--- src/rtl/wr_ingress_ctrl.sv ---
// Write-domain ingress for the async FIFO: two-entry skid buffer feeding the FIFO write port,
// plus the read-pointer synchroniser and a registered fill level / almost-full estimate.
module wr_ingress_ctrl #(
  parameter int ptr_width    = 8,
  parameter int data_width   = 8,
  parameter int afull_thresh = 2**ptr_width - 4
) (
  input  logic                  wclk,
  input  logic                  w_rst_n,
  input  logic                  in_valid,
  input  logic [data_width-1:0] in_data,
  output logic                  in_ready,
  input  logic                  full,
  input  logic [ptr_width:0]    waddr,
  input  logic [ptr_width:0]    rptr_gray,
  output logic                  w_en,
  output logic [data_width-1:0] wdata,
  output logic [ptr_width:0]    rptr_sync,
  output logic [ptr_width:0]    wr_level,
  output logic                  almost_full
);

  localparam logic [ptr_width:0] AFULL = (ptr_width+1)'(afull_thresh);

  function automatic logic [ptr_width:0] gray2bin(input logic [ptr_width:0] g);
    logic [ptr_width:0] b;
    for (int i = 0; i <= ptr_width; i++) b[i] = ^(g >> i);
    return b;
  endfunction

  logic                  r_main_valid;
  logic [data_width-1:0] r_main_data;
  logic                  r_skid_valid;
  logic [data_width-1:0] r_skid_data;
  logic [ptr_width:0]    r_s1;
  logic [ptr_width:0]    r_rptr_sync;
  logic [ptr_width:0]    r_wr_level;
  logic                  r_almost_full;

  logic                  w_accept;
  logic                  w_drain;
  logic [ptr_width:0]    w_rbin;
  logic [ptr_width:0]    w_level;

  // Reset gates the handshake combinationally so nothing moves while w_rst_n is low.
  assign w_drain  = r_main_valid & ~full & w_rst_n;
  assign in_ready = ~r_skid_valid & w_rst_n;
  assign w_accept = in_valid & in_ready;
  assign w_en     = w_drain;
  assign wdata    = r_main_data;

  always_ff @(posedge wclk) begin
    if (!w_rst_n) begin
      r_main_valid <= 1'b0;
      r_skid_valid <= 1'b0;
      r_main_data  <= '0;
    end else if (w_drain) begin
      if (r_skid_valid) begin
        r_main_data  <= r_skid_data;
        r_skid_valid <= 1'b0;
      end else if (w_accept) begin
        r_main_data  <= in_data;
      end else begin
        r_main_valid <= 1'b0;
      end
    end else if (w_accept) begin
      if (!r_main_valid) begin
        r_main_valid <= 1'b1;
        r_main_data  <= in_data;
      end else begin
        r_skid_valid <= 1'b1;
        r_skid_data  <= in_data;
      end
    end
  end

  // Modulo subtraction handles pointer wrap; synchroniser lag only ever over-estimates the level.
  assign w_rbin  = gray2bin(r_rptr_sync);
  assign w_level = waddr - w_rbin;

  always_ff @(posedge wclk) begin
    if (!w_rst_n) begin
      r_s1          <= '0;
      r_rptr_sync   <= '0;
      r_wr_level    <= '0;
      r_almost_full <= 1'b0;
    end else begin
      r_s1          <= rptr_gray;
      r_rptr_sync   <= r_s1;
      r_wr_level    <= w_level;
      r_almost_full <= (w_level >= AFULL);
    end
  end

  assign rptr_sync   = r_rptr_sync;
  assign wr_level    = r_wr_level;
  assign almost_full = r_almost_full;

endmodule

--- config.mk ---
export PLATFORM = sky130hd
export DESIGN_NAME = wr_ingress_ctrl
export DESIGN_NICKNAME = d
export VERILOG_FILES = /design/src/rtl/wr_ingress_ctrl.sv
export SDC_FILE = /design/constraint.sdc
export NUM_CORES = 1
export LEC_CHECK = 0
export ABC_AREA = 1
export CAP_MARGIN = 20
export CORE_AREA = 2 2 68 70
export DETAILED_ROUTE_END_ITERATION = 10
export DIE_AREA = 0 0 70 72
export PLACE_DENSITY = 0.89
export SLEW_MARGIN = 10
export SYNTH_ARGS = -nofsm -noshare
export SYNTH_HDL_FRONTEND = slang
export SYNTH_SLANG_ARGS = --single-unit
--- constraint.sdc ---
create_clock -name wclk -period 6.2 [get_ports wclk]
set_input_delay 0.62 -clock wclk [delete_from_list [all_inputs] [get_ports wclk]]
set_output_delay 0.62 -clock wclk [all_outputs]
set_load 0.01 [all_outputs]
==> results of run 1 <==
-- worst max-delay path, stage by stage --
cell and delay, ns:
clkdlybuf4s50_1 1.11, inv_2 0.31, nor2_2 0.20, clkdlybuf4s50_1 0.55
-- sequential cells by signal, summed over array words and instances, names as in the netlist --
| name | count |
|---|---|
| r_s1 | 9 |
| rptr_sync | 9 |
| wr_level | 9 |
| r_skid_data | 8 |
| wdata | 8 |
| almost_full | 1 |
| r_main_valid | 1 |
| r_skid_valid | 1 |
-- cell families (layout without fill, tap and decap cells) --
logic type	after synthesis	after routing
XOR/XNOR	15	15
flip-flops	46	46
AND/OR/NAND/NOR	101	101
buffers and inverters	48	110
AO/OA/AOI/OAI	39	39
adder cells (fa/ha/maj)	9	9
-- metrics by stage --
| step | util [%] | setup WS, ns | area [µm²] |
|---|---|---|---|
| 2_1_floorplan | - | 3.77 | 2110 |
| 3_3_place_gp | 64.3 | 2.82 | 2740 |
| 3_5_place_dp | 64.3 | 2.77 | 2740 |
| 4_1_cts | 66.8 | 2.77 | 2850 |
| 5_1_grt | 66.8 | 2.63 | 2850 |
| 6_report | 66.8 | 2.78 | 2850 |
-- cells in the final DEF (no fill, tap or decap) --
cell	count
clkbuf_8	5
o221ai_1	1
nand2_2	3
o21ai_1	3
nand4_1	1
fa_1	1
inv_2	2
a21oi_1	17
nor2_2	1
clkdlybuf4s50_1	58
ha_1	8
nand3_1	16
o21ai_0	14
dfxtp_1	38
bufinv_16	1
or2_2	1
nor2_4	1
xnor2_1	9
or2_1	1
o21a_1	1
nor3_1	1
a21o_1	2
or2_0	8
clkbuf_1	1
nand2_1	53
inv_1	42
nand3b_1	1
nor2_1	14
inv_4	1
xnor2_2	1
xor2_1	5
edfxtp_1	8
o22ai_4	1
-- final timing paths --
path / from / endpoint / slack (ns) / cells past startpoint
max: w_rst_n / w_en / 2.78 / 4
max reg2reg: rptr_sync[8] / almost_full / 3.37 / 18
min reg2reg: r_s1[4] / rptr_sync[4] / 0.41 / 2
min: r_s1[4] / rptr_sync[4] / 0.41 / 2
-- layout make-up --
type                    count  area share, %
clock buffers               6           2.55
well taps                  52           2.28
inverters                  44           5.79
multi-input cells         164           32.6
repair buffers             58           20.4
flip-flops and latches     46           35.1
clock inverters             2           1.27
-- report_power, final --
group / total, mW / internal (mW) / switching (mW) / leakage [nW]
Clock: 0.220 / 0.121 / 0.0997 / 0.0557
Combinational: 0.223 / 0.107 / 0.116 / 0.899
Sequential: 0.338 / 0.328 / 0.00961 / 0.387
Total: 0.781 / 0.555 / 0.225 / 1.34
-- Yosys cell counts (all sizes together) --
library cell | instances | area share [%]
nand2 | 56 | 10
xor2 | 5 | 2.1
inv | 44 | 7.8
dfxtp | 38 | 36
nor2 | 16 | 3.3
nor3 | 1 | 0.24
buf | 1 | 0.36
o22ai | 1 | 0.95
nand3 | 16 | 3.8
edfxtp | 8 | 11
ha | 8 | 4.7
or2 | 10 | 3.0
a21o | 2 | 0.71
nand3b | 1 | 0.36
o21a | 1 | 0.36
fa | 1 | 0.95
o221ai | 1 | 0.41
a21oi | 17 | 4.0
xnor2 | 10 | 4.5
clkbuf | 3 | 0.53
o21ai | 17 | 4.0
nand4 | 1 | 0.30
-- per-layer routing --
metal	up-vias	track usage [%]	routed length [µm]
met2	79	32.9	2280
met3	18	5.00	318
met1	818	20.5	1790
met5	-	0	0
li1	934	-	-
met4	0	8.55	146
==> impl_metrics.toml, run 1 <==
[global_route]
grt-ovfl-total = 0
grt_pass1_vias = 1696
grt_max_degree = 33
track_usage_pct = 18.4
antenna_found_initial = 0
grt_pass1_wl_mm = 7.31

[worst_setup_path]
required_ns = 5.58
worstSetupStartpointType = "input port"
critical_path.max_fanout = 32
critPathKind = "in2out"
end_kind = "output port"
cp.arrival_ns = 2.80

[clocking]
path_clk_slew_ns = 0.09
clock_path_buffers = 2
cts_resized = 0
clock-sinks = 46
htree_levels = 2
postCtsSetupBuffers = 0
cts_tree = "yes"
cts_hold_buf = 0
clkLatencyLatePin_ns = 0.30
cts_inserted_buffers = 5
root_buffer = "clkbuf_8"

[synthesis]
yosys.cell_types.count = 30
syn_area_per_cell_um2 = 8.20
synth-compound-area-share_pct = 10.5
yosys.area_share.simple_pct = 21.2
ys_seq_area_share_pct = 47.3
synth_top_family_by_area = "simple AND/OR/NAND/NOR gates"
synth-adder-area-share_pct = 5.68
synthXorXnorAreaFrac_pct = 6.57
synth-warning-count = 0
syn_area_um2 = 2110
synthMuxAreaShare_pct = 0
netlist_instances = 258
synth-seq-cells = 46
synth_fp_nets = 297

[layout]
final_cells = 372
fill_cells = 358
area_growth_syn_to_layout_pct = 34.8
n_antenna_cell = 0
seqCellArea_um2 = 1000
fin_nets = 358
layout-drive-gt1-share_pct = 5.31
multi_input_area_um2 = 930

[drt]
first_pass_iters = 5
ant_nets = 0
wl_mm = 4.54
routed_via_density = 4.97
drc = 0
first_iter_violations = 74
post_drt_wl_per_cell_um = 12.2
vias = 1849

[die]
die_area_um2 = 5040
num_rows = 24
die_w_um = 70
fp.dieH_um = 72
start_util_pct = 49.6
fp.coreArea_um2 = 4260
ios = 59

[power_and_ir_drop]
max-vdd-ir-drop_mv = 0.182
p_per_area_nw_per_um2 = 274
p_total_mw = 0.781
leakagePower_nw = 1.34

[placed_design]
io_buffers = 58
gp_congestion = 0.815
dp.cells = 364
dp_hpwl_mm = 3.40

[timing]
clock.fmax_ghz = 0.292
skew_ns = 0.00735
slew_violations = 0
hold_violations = 0
worst_pin_slew_ns = 0.968
relSlewSlack_pct = 35.3
min_period_ns = 3.42
rsz0062_at_grt = "no"
timing.final.crit_share_pct = 55.2
fin_setup_tns_ns = 0
whs_ns = 0.414
setup_viol = 0

[worst_hold_path]
hp-class = "reg2reg"

[run_status]
status = "finished clean"

[flow_run]
maxCapViolations = 0
Note: power is estimated with default switching activity, not from simulation.
==> inputs of run 2 (changes only) <==
Settings changed: CORE_AREA 2 2 68 70 to 2 2 74 76, DIE_AREA 0 0 70 72 to 0 0 76 78, PLACE_DENSITY 0.89 to 0.8.
Clock period 6.2 ns to 3 ns, I/O delays scaled along.
==> run 2 against run 1 <==
Effect of this change: via count is 3.0% lower; cell count is 5.1% higher; clock skew is 0.0013 ns higher; count of clock-buffer cells in the layout stayed put; global-route usage is 3.1 points lower; setup slack worse by 2.4 ns; first-iteration DRC count is 12% lower; critical path type is now reg2reg; largest cell class unchanged.
==> impl_metrics.toml, run 2 (same netlist as run 1, synthesis figures left out) <==
[run_status]
status = "finished clean"

[timing]
slew_violations = 0
relSlewSlack_pct = 54.4
worst_pin_slew_ns = 0.681
whs_ns = 0.408
timing.final.crit_share_pct = 87.5
skew_ns = 0.00862
fin_ws_ns = 0.374
clock.fmax_ghz = 0.381
setup_viol = 0
fin_setup_tns_ns = 0
min_period_ns = 2.63
rsz0062_at_grt = "no"
hold_violations = 0

[placed_design]
dp.cells = 383
io_buffers = 58
dp_hpwl_mm = 3.38
gp_congestion = 0.793
dp_slack_ns = 0.403

[global_route]
grt_pass1_vias = 1622
track_usage_pct = 15.3
grt-ovfl-total = 0
grt_max_degree = 32
antenna_found_initial = 0
grt_pass1_wl_mm = 7.23

[clocking]
cts_resized = 0
postCtsSetupBuffers = 0
clock-sinks = 46
cts_tree = "yes"
clock_path_buffers = 2
path_clk_slew_ns = 0.09
cts_hold_buf = 0
root_buffer = "clkbuf_8"
cts_inserted_buffers = 5
htree_levels = 2
clkLatencyLatePin_ns = 0.29

[flow_run]
maxCapViolations = 0

[layout]
final_cells = 391
area_growth_syn_to_layout_pct = 36.2
layout_common_cells = "clkdlybuf4s50_1, nand2_1, inv_1"
finalCoreUtilization_pct = 57.1
multi_input_area_um2 = 930
fill_cells = 473
layout-drive-gt1-share_pct = 5.61
fin_nets = 359
n_antenna_cell = 0
seqCellArea_um2 = 1000
layout_commonest_cell = "clkdlybuf4s50_1"

[die]
ios = 59
fp.coreArea_um2 = 5040
num_rows = 26
die_w_um = 76
die_area_um2 = 5930
start_util_pct = 41.9
fp.dieH_um = 78

[drt]
first_iter_violations = 65
routed_via_density = 4.59
post_drt_wl_per_cell_um = 11.3
ant_nets = 0
first_pass_iters = 4
vias = 1794
drc = 0
wl_mm = 4.43

[worst_setup_path]
crit_path_frequent_cell = "nand2_1"
critical_path.max_fanout = 4
critPathKind = "reg2reg"
end_kind = "flip-flop"
critical-path-top-delay-family = "simple AND/OR/NAND/NOR gates"
path_cells = "nand2_1, nand2_2, xor2_1, or2_1, nand2_1, nand2_1, nand2_1, ha_1, fa_1, inv_1, nand2_1, nand2_1, nand3_1, nand3_1, nand2_1, nor2_1, nand3_1, nand2_1"
cp_num_buf_inv = 1
required_ns = 3.23
cp.arrival_ns = 2.86
crit_path_top_delay_cell = "dfxtp_1"
critPathMaxStageDelay_ns = 0.39
worstSetupStartpointType = "flip-flop"

[power_and_ir_drop]
p_per_area_nw_per_um2 = 558
max-vdd-ir-drop_mv = 0.273
leakagePower_nw = 1.35

[worst_hold_path]
hp-class = "reg2reg"
-- run 2: cell count changes in the layout (fill, tap and decap cells not counted), sizes merged --
| cell | before | now |
|---|---|---|
| buf | 0 | 1 |
-- run 2: worst min-delay path, cell delays in order, from the launching register on --
cell and delay (ns):
dfxtp_1 0.31, nand2_1 0.04, inv_1 0.04
-- run 2: layout make-up --
class	instances	area share, %
sequential	46	34.8
timing repair buffer	59	20.4
multi-input combinational	164	32.3
tap	70	3.04
clock inverter	2	1.26
inverter	44	5.73
clock buffer	6	2.52
-- run 2: power breakdown --
group	total (mW)	switching (mW)	leakage [nW]	internal, mW
combinational	0.457	0.237	0.904	0.220
sequential	0.697	0.0193	0.387	0.678
clock	0.451	0.202	0.0557	0.249
-- run 2: per-layer routing --
metal / global-route usage (%) / up-vias / wire length, µm
met5: 0 / - / 0
li1: - / 936 / -
met1: 18.2 / 802 / 1880
met2: 26.1 / 50 / 2210
met3: 4.19 / 6 / 255
met4: 6.36 / 0 / 85
-- run 2: path summary, 6_finish.rpt --
kind,start,end,slack (ns),cells past startpoint
worst max-delay path,rptr_sync[8],almost_full,0.37,18
worst min-delay path,r_s1[7],rptr_sync[7],0.41,2
worst max register to register,rptr_sync[8],almost_full,0.37,18
worst min register to register,r_s1[7],rptr_sync[7],0.41,2
-- run 2: stage by stage --
stage	total power, mW	instance area (µm²)
4_1_cts	1.62	2880
6_report	1.61	2880
3_3_place_gp	1.15	2770
3_5_place_dp	1.16	2770
5_1_grt	1.70	2880
2_1_floorplan	0.986	2110
==> RTL change 1, RTL diff (config.mk and constraints of run 2) <==
Put one more register stage on the output `wr_level`. The value now appears one clock later. The other outputs are not delayed to match.
--- a/src/rtl/wr_ingress_ctrl.sv
+++ b/src/rtl/wr_ingress_ctrl.sv
@@ -93,7 +93,9 @@
   end
 
   assign rptr_sync   = r_rptr_sync;
-  assign wr_level    = r_wr_level;
+  always_ff @(posedge wclk) begin
+    wr_level <= r_wr_level;
+  end
   assign almost_full = r_almost_full;
 
 endmodule
Formal check against the unedited RTL: not equivalent (Yosys sat finds a counterexample within 4 cycles, from zero or initial values and one cycle with w_rst_n low).
==> RTL change 1 against run 2 <==
  * Power increased by 6.5%
  * Critical path depth down 2
  * Wire length shrank 3.1%
  * Design area increased by 5.7%
  * Global-route usage grew 0.47 points
  * Synthesized area grew 8.9%
  * Via count up 0.72%
  * Final cell count increased by 2.3%
  * Worst setup slack improved by 0.024 ns
  * Sequential cell count rose by 9
  * Largest power group unchanged
==> RTL change 1: results (changes against run 2) <==
[setup_path]
reg2regPathDepth = 16  ; -2
r2r-start = rptr_sync[8]$_SDFF_PN0_
reg2reg_to = almost_full$_SDFF_PN0_
worst-r2r-setup-slack_ns = 0.40  ; +0.02 ns
cp.arrival_ns = 2.80  ; -0.06 ns
worstPathMaxFanout = 4  ; unchanged

[worst_hold_path]
whs_path_depth = 0  ; -2
hold_path_end = wr_level[6]$_DFF_P_
min_from = r_wr_level[6]$_SDFF_PN0_
hold_path.class = reg -> reg

[yosys]
netlist.area_leader.share = 0.408  ; +0.0487
synth_adder_area_share = 0.0521  ; -0.00466
async_reset_ff_frac = 0  ; unchanged
synth_ff_type = dfxtp_1
synth_compound_area_frac = 0.0940  ; -0.0108
synth_commonest_cells = 56 x nand2_1, 47 x dfxtp_1, 41 x inv_1
muxShareOfSynthArea = 0  ; unchanged
yosys-top-cells-area = dfxtp_1 41%, edfxtp_1 10%, nand2_1 9.1%
synth_edf_count = 8  ; unchanged
yosysWarnings = 0  ; unchanged
syn-num-nets = 307  ; +3.4%
ys_seq_area_frac = 0.513  ; +0.0394
synth.distinct_cells = 29  ; -3.3%
synth_xor_xnor_area_share = 0.0674  ; +0.00167

[global_routing]
antenna_found_initial = 0  ; unchanged
grt_pass1_vias = 1697  ; +4.6%
track_usage = 0.157  ; +0.00469
grt_max_degree = 32  ; unchanged
grt_pass1_wl_um = 7510  ; +3.9%

[routing]
viasPerCell = 4.52  ; -1.5%
initialDrtViolationCount = 99  ; +52%
wl_per_cell_um = 10.7  ; -5.3%
firstDrtPassIters = 4  ; unchanged

[clock_tree]
cts.clk_slew.worst_paths_ns = 0.09  ; about the same
cts_max_level = 2  ; unchanged
cts_resized = 0  ; unchanged
root_buffer = clkbuf_8
insertion_delay_ns = 0.30
numCtsBuffers = 5  ; unchanged
cts_buffer_depth = 2  ; unchanged

[power]
peakVddDrop_mv = 0.300  ; +10%
p_leak_nw = 1.41  ; +4.7%
p_sw_frac = 0.288  ; +0.00259

[cells_and_area]
nFillCells = 443  ; -6.3%
area_delta_synth_final_pct = 32.2
layout.nets = 368  ; +2.5%
n_antenna_cell = 0  ; unchanged
drive_above_1_share = 0.0606  ; +0.00453

[place]
gp_congestion = 0.922  ; +16%
place_hpwl_um = 3310  ; -2.0%
io_buffers = 58  ; unchanged

[job]
max-cap-violations = 0  ; unchanged

[timing]
worst_pin_slew_ns = 0.621  ; -0.0600 ns
skew_ns = 0.00954  ; +0.000916 ns

[run_status]
status = finished clean

==> RTL change 1: cell families (layout without fill, tap and decap cells) <==
logic type	after synthesis	count (layout)
DFF	55	55
adders and majority gates	9	9
AOI/OAI and AO/OA	38	38
xor gates and xnor gates	16	16
and+or+nand+nor	102	102
buffers and inverters	48	110
==> RTL change 1: worst max-delay path, stage by stage (launching register included) <==
cell     delay, ns
dfxtp_1       0.39
inv_1         0.05
nand2_1       0.06
nand2_2       0.09
xor2_2        0.18
or2_2         0.29
nand3_1       0.07
nand2_1       0.06
ha_1          0.20
fa_1          0.41
inv_1         0.11
nand2_1       0.07
nand2_1       0.09
nand3_1       0.09
a21o_1        0.19
nand3_1       0.09
nand2_1       0.06
==> RTL change 1: how the worst max path moves through the flow <==
stage	start	end	slack (ns)
3_5_place_dp	rptr_sync[8]$_SDFF_PN0_	almost_full$_SDFF_PN0_	0.45
4_1_cts	rptr_sync[8]$_SDFF_PN0_	almost_full$_SDFF_PN0_	0.41
5_1_grt	rptr_sync[8]$_SDFF_PN0_	almost_full$_SDFF_PN0_	0.15
3_3_place_gp	rptr_sync[8]$_SDFF_PN0_	almost_full$_SDFF_PN0_	0.52
2_1_floorplan	rptr_sync[8]$_SDFF_PN0_	almost_full$_SDFF_PN0_	0.55
6_report	rptr_sync[8]$_SDFF_PN0_	almost_full$_SDFF_PN0_	0.40
==> RTL change 1: stage by stage <==
step                      cells  hold slack (ns)  setup slack [ns]
final                       400            0.335             0.398
after CTS                   400            0.336             0.413
after global placement      392            0.311             0.517
after detailed placement    392            0.312             0.446
after floorplan             268            0.310             0.549
after global routing        400            0.345             0.148
==> RTL change 1: power by group through the flow <==
stage          clock network (W)  registers [W]  logic (W)
2_1_floorplan                  0       0.000887   0.000259
3_3_place_gp                   0       0.000866   0.000446
3_5_place_dp                   0       0.000869   0.000457
4_1_cts                 0.000412       0.000852   0.000460
5_1_grt                 0.000438       0.000861   0.000516
6_report                0.000397       0.000850   0.000463
==> RTL change 1: final cells by class <==
type	count	area share
repair buffers	59	0.193
clock inverters	2	0.00534
well taps	70	0.0288
flip-flops and latches	55	0.388
multi-input cells	165	0.308
inverters	43	0.0530
clock buffers	6	0.0238
==> RTL change 1: layer usage <==
layer  global-route usage  wire length, µm  vias to the layer above
met5                    0                0                        -
met4               0.0618               83                        0
met3               0.0395              279                        8
met2                0.263             2060                       63
met1                0.197             1870                      774
li1                     -                -                      962
==> RTL change 2, RTL diff (settings of run 2) <==
Without the edit above. The parameter `ptr_width` goes from 8 to 10.
--- a/src/rtl/wr_ingress_ctrl.sv
+++ b/src/rtl/wr_ingress_ctrl.sv
@@ -1,7 +1,7 @@
 // Write-domain ingress for the async FIFO: two-entry skid buffer feeding the FIFO write port,
 // plus the read-pointer synchroniser and a registered fill level / almost-full estimate.
 module wr_ingress_ctrl #(
-  parameter int ptr_width    = 8,
+  parameter int ptr_width    = 10,
   parameter int data_width   = 8,
   parameter int afull_thresh = 2**ptr_width - 4
 ) (
Interface: changed (resized rptr_gray, rptr_sync, waddr and wr_level); port bits go from 59 to 67. The function was not compared with the original's and may differ.
==> RTL change 2 against run 2 <==
  * Clock power is 15% higher
  * Combinational power is 44% higher
  * Design area is 18% higher
  * Critical endpoint unchanged
  * Clock skew is 0.00073 ns higher
  * Power is 23% higher
  * Synthesized area is 20% higher
  * Wire length is 9.3% higher
  * Utilization is 10 points higher
  * Largest power group unchanged
  * Global-route usage is 1.9 points higher
  * Sequential cell count is 6 higher
  * Worst setup slack worse by 0.024 ns
  * Sequential share of layout area is 1.8 points lower
  * Die area stayed put
  * Non-clock buffer count is 9 higher
==> RTL change 2: results (changes against run 2) <==
[cells_and_area]
bufAreaShareNonClock = 0.199  ; -0.00557
seqCellArea_um2 = 1120  ; +12%
clkbuf_count = 7  ; +1
multi_input_area_share = 0.344  ; +0.0207
sh_seq_area = 0.330  ; -0.0180
layout.nets = 424  ; +18%
n_all_buffers = 68  ; +15%

[yosys]
synth_commonest_cells = 77 x nand2_1, 56 x inv_1, 44 x dfxtp_1
ys_ff_latch = 52  ; +13%
synth_adder_area_share = 0.0570  ; +0.000226
synth.distinct_cells = 29  ; -3.3%
syn-num-nets = 355  ; +20%
muxShareOfSynthArea = 0.0315  ; +0.0315
synth_compound_area_frac = 0.0649  ; -0.0398

[power]
p_leak_nw = 1.62  ; +20%
share_comb_of_total_power = 0.332  ; +0.047
p_sw_w = 0.000596  ; +30%
peakVddDrop_mv = 0.330  ; +21%

[setup_path]
cp.arrival_ns = 2.90  ; +0.04 ns
slowest_stage = fa_1
reg2regPathDepth = 15  ; -3

[place]
place_hpwl_um = 3770  ; +12%
placed_area_um2 = 3270  ; +18%
io_buffers = 66  ; +14%

[timing]
worst_pin_slew_ns = 0.746  ; +0.0651 ns
skew_ns = 0.00935  ; +0.000732 ns

[routing]
wl_met2_um = 2530  ; +14%
wl_met1_um = 1970  ; +4.8%

[global_routing]
use_met2 = 0.317  ; +0.0562
met1_usage = 0.191  ; +0.00874

[run_status]
status = finished clean

## RTL change 2: changes by cell type after synthesis, moves of 3 or more
cell     change
o21ai_1      -3
or2_0        -8
inv_1       +14
nor2_1       +6
nand4_1      +4
o21ai_0      -6
mux2i_1      +8
dfxtp_1      +6
nand2_1     +24
## RTL change 2: critical path, delay by kind of cell, from the launching register on
family,cells,cell delay [ns]
xor gates and xnor gates,4,0.83
adders and majority gates,2,0.64
buffers and inverters,1,0.12
DFF,1,0.36
and+or+nand+nor,8,0.64
## RTL change 2: per-stage QoR
step	cells	worst slack (ns)	total power [W]	hold slack, ns
2_1_floorplan	310	0.561	0.00124	0.390
3_3_place_gp	442	0.475	0.00146	0.394
3_5_place_dp	442	0.358	0.00147	0.396
4_1_cts	450	0.313	0.00199	0.411
5_1_grt	450	0.109	0.00210	0.423
6_report	450	0.350	0.00198	0.408
## RTL change 2: worst min path at each step
stage | cells after the start | endpoint | startpoint | slack [ns]
final | 2 | rptr_sync[4]$_SDFF_PN0_ | r_s1[4]$_SDFF_PN0_ | 0.41
after global routing | 2 | rptr_sync[4]$_SDFF_PN0_ | r_s1[4]$_SDFF_PN0_ | 0.42
after CTS | 2 | rptr_sync[4]$_SDFF_PN0_ | r_s1[4]$_SDFF_PN0_ | 0.41
after detailed placement | 2 | rptr_sync[4]$_SDFF_PN0_ | r_s1[4]$_SDFF_PN0_ | 0.40
after global placement | 2 | rptr_sync[6]$_SDFF_PN0_ | r_s1[6]$_SDFF_PN0_ | 0.39
after floorplan | 2 | rptr_sync[0]$_SDFF_PN0_ | r_s1[0]$_SDFF_PN0_ | 0.39
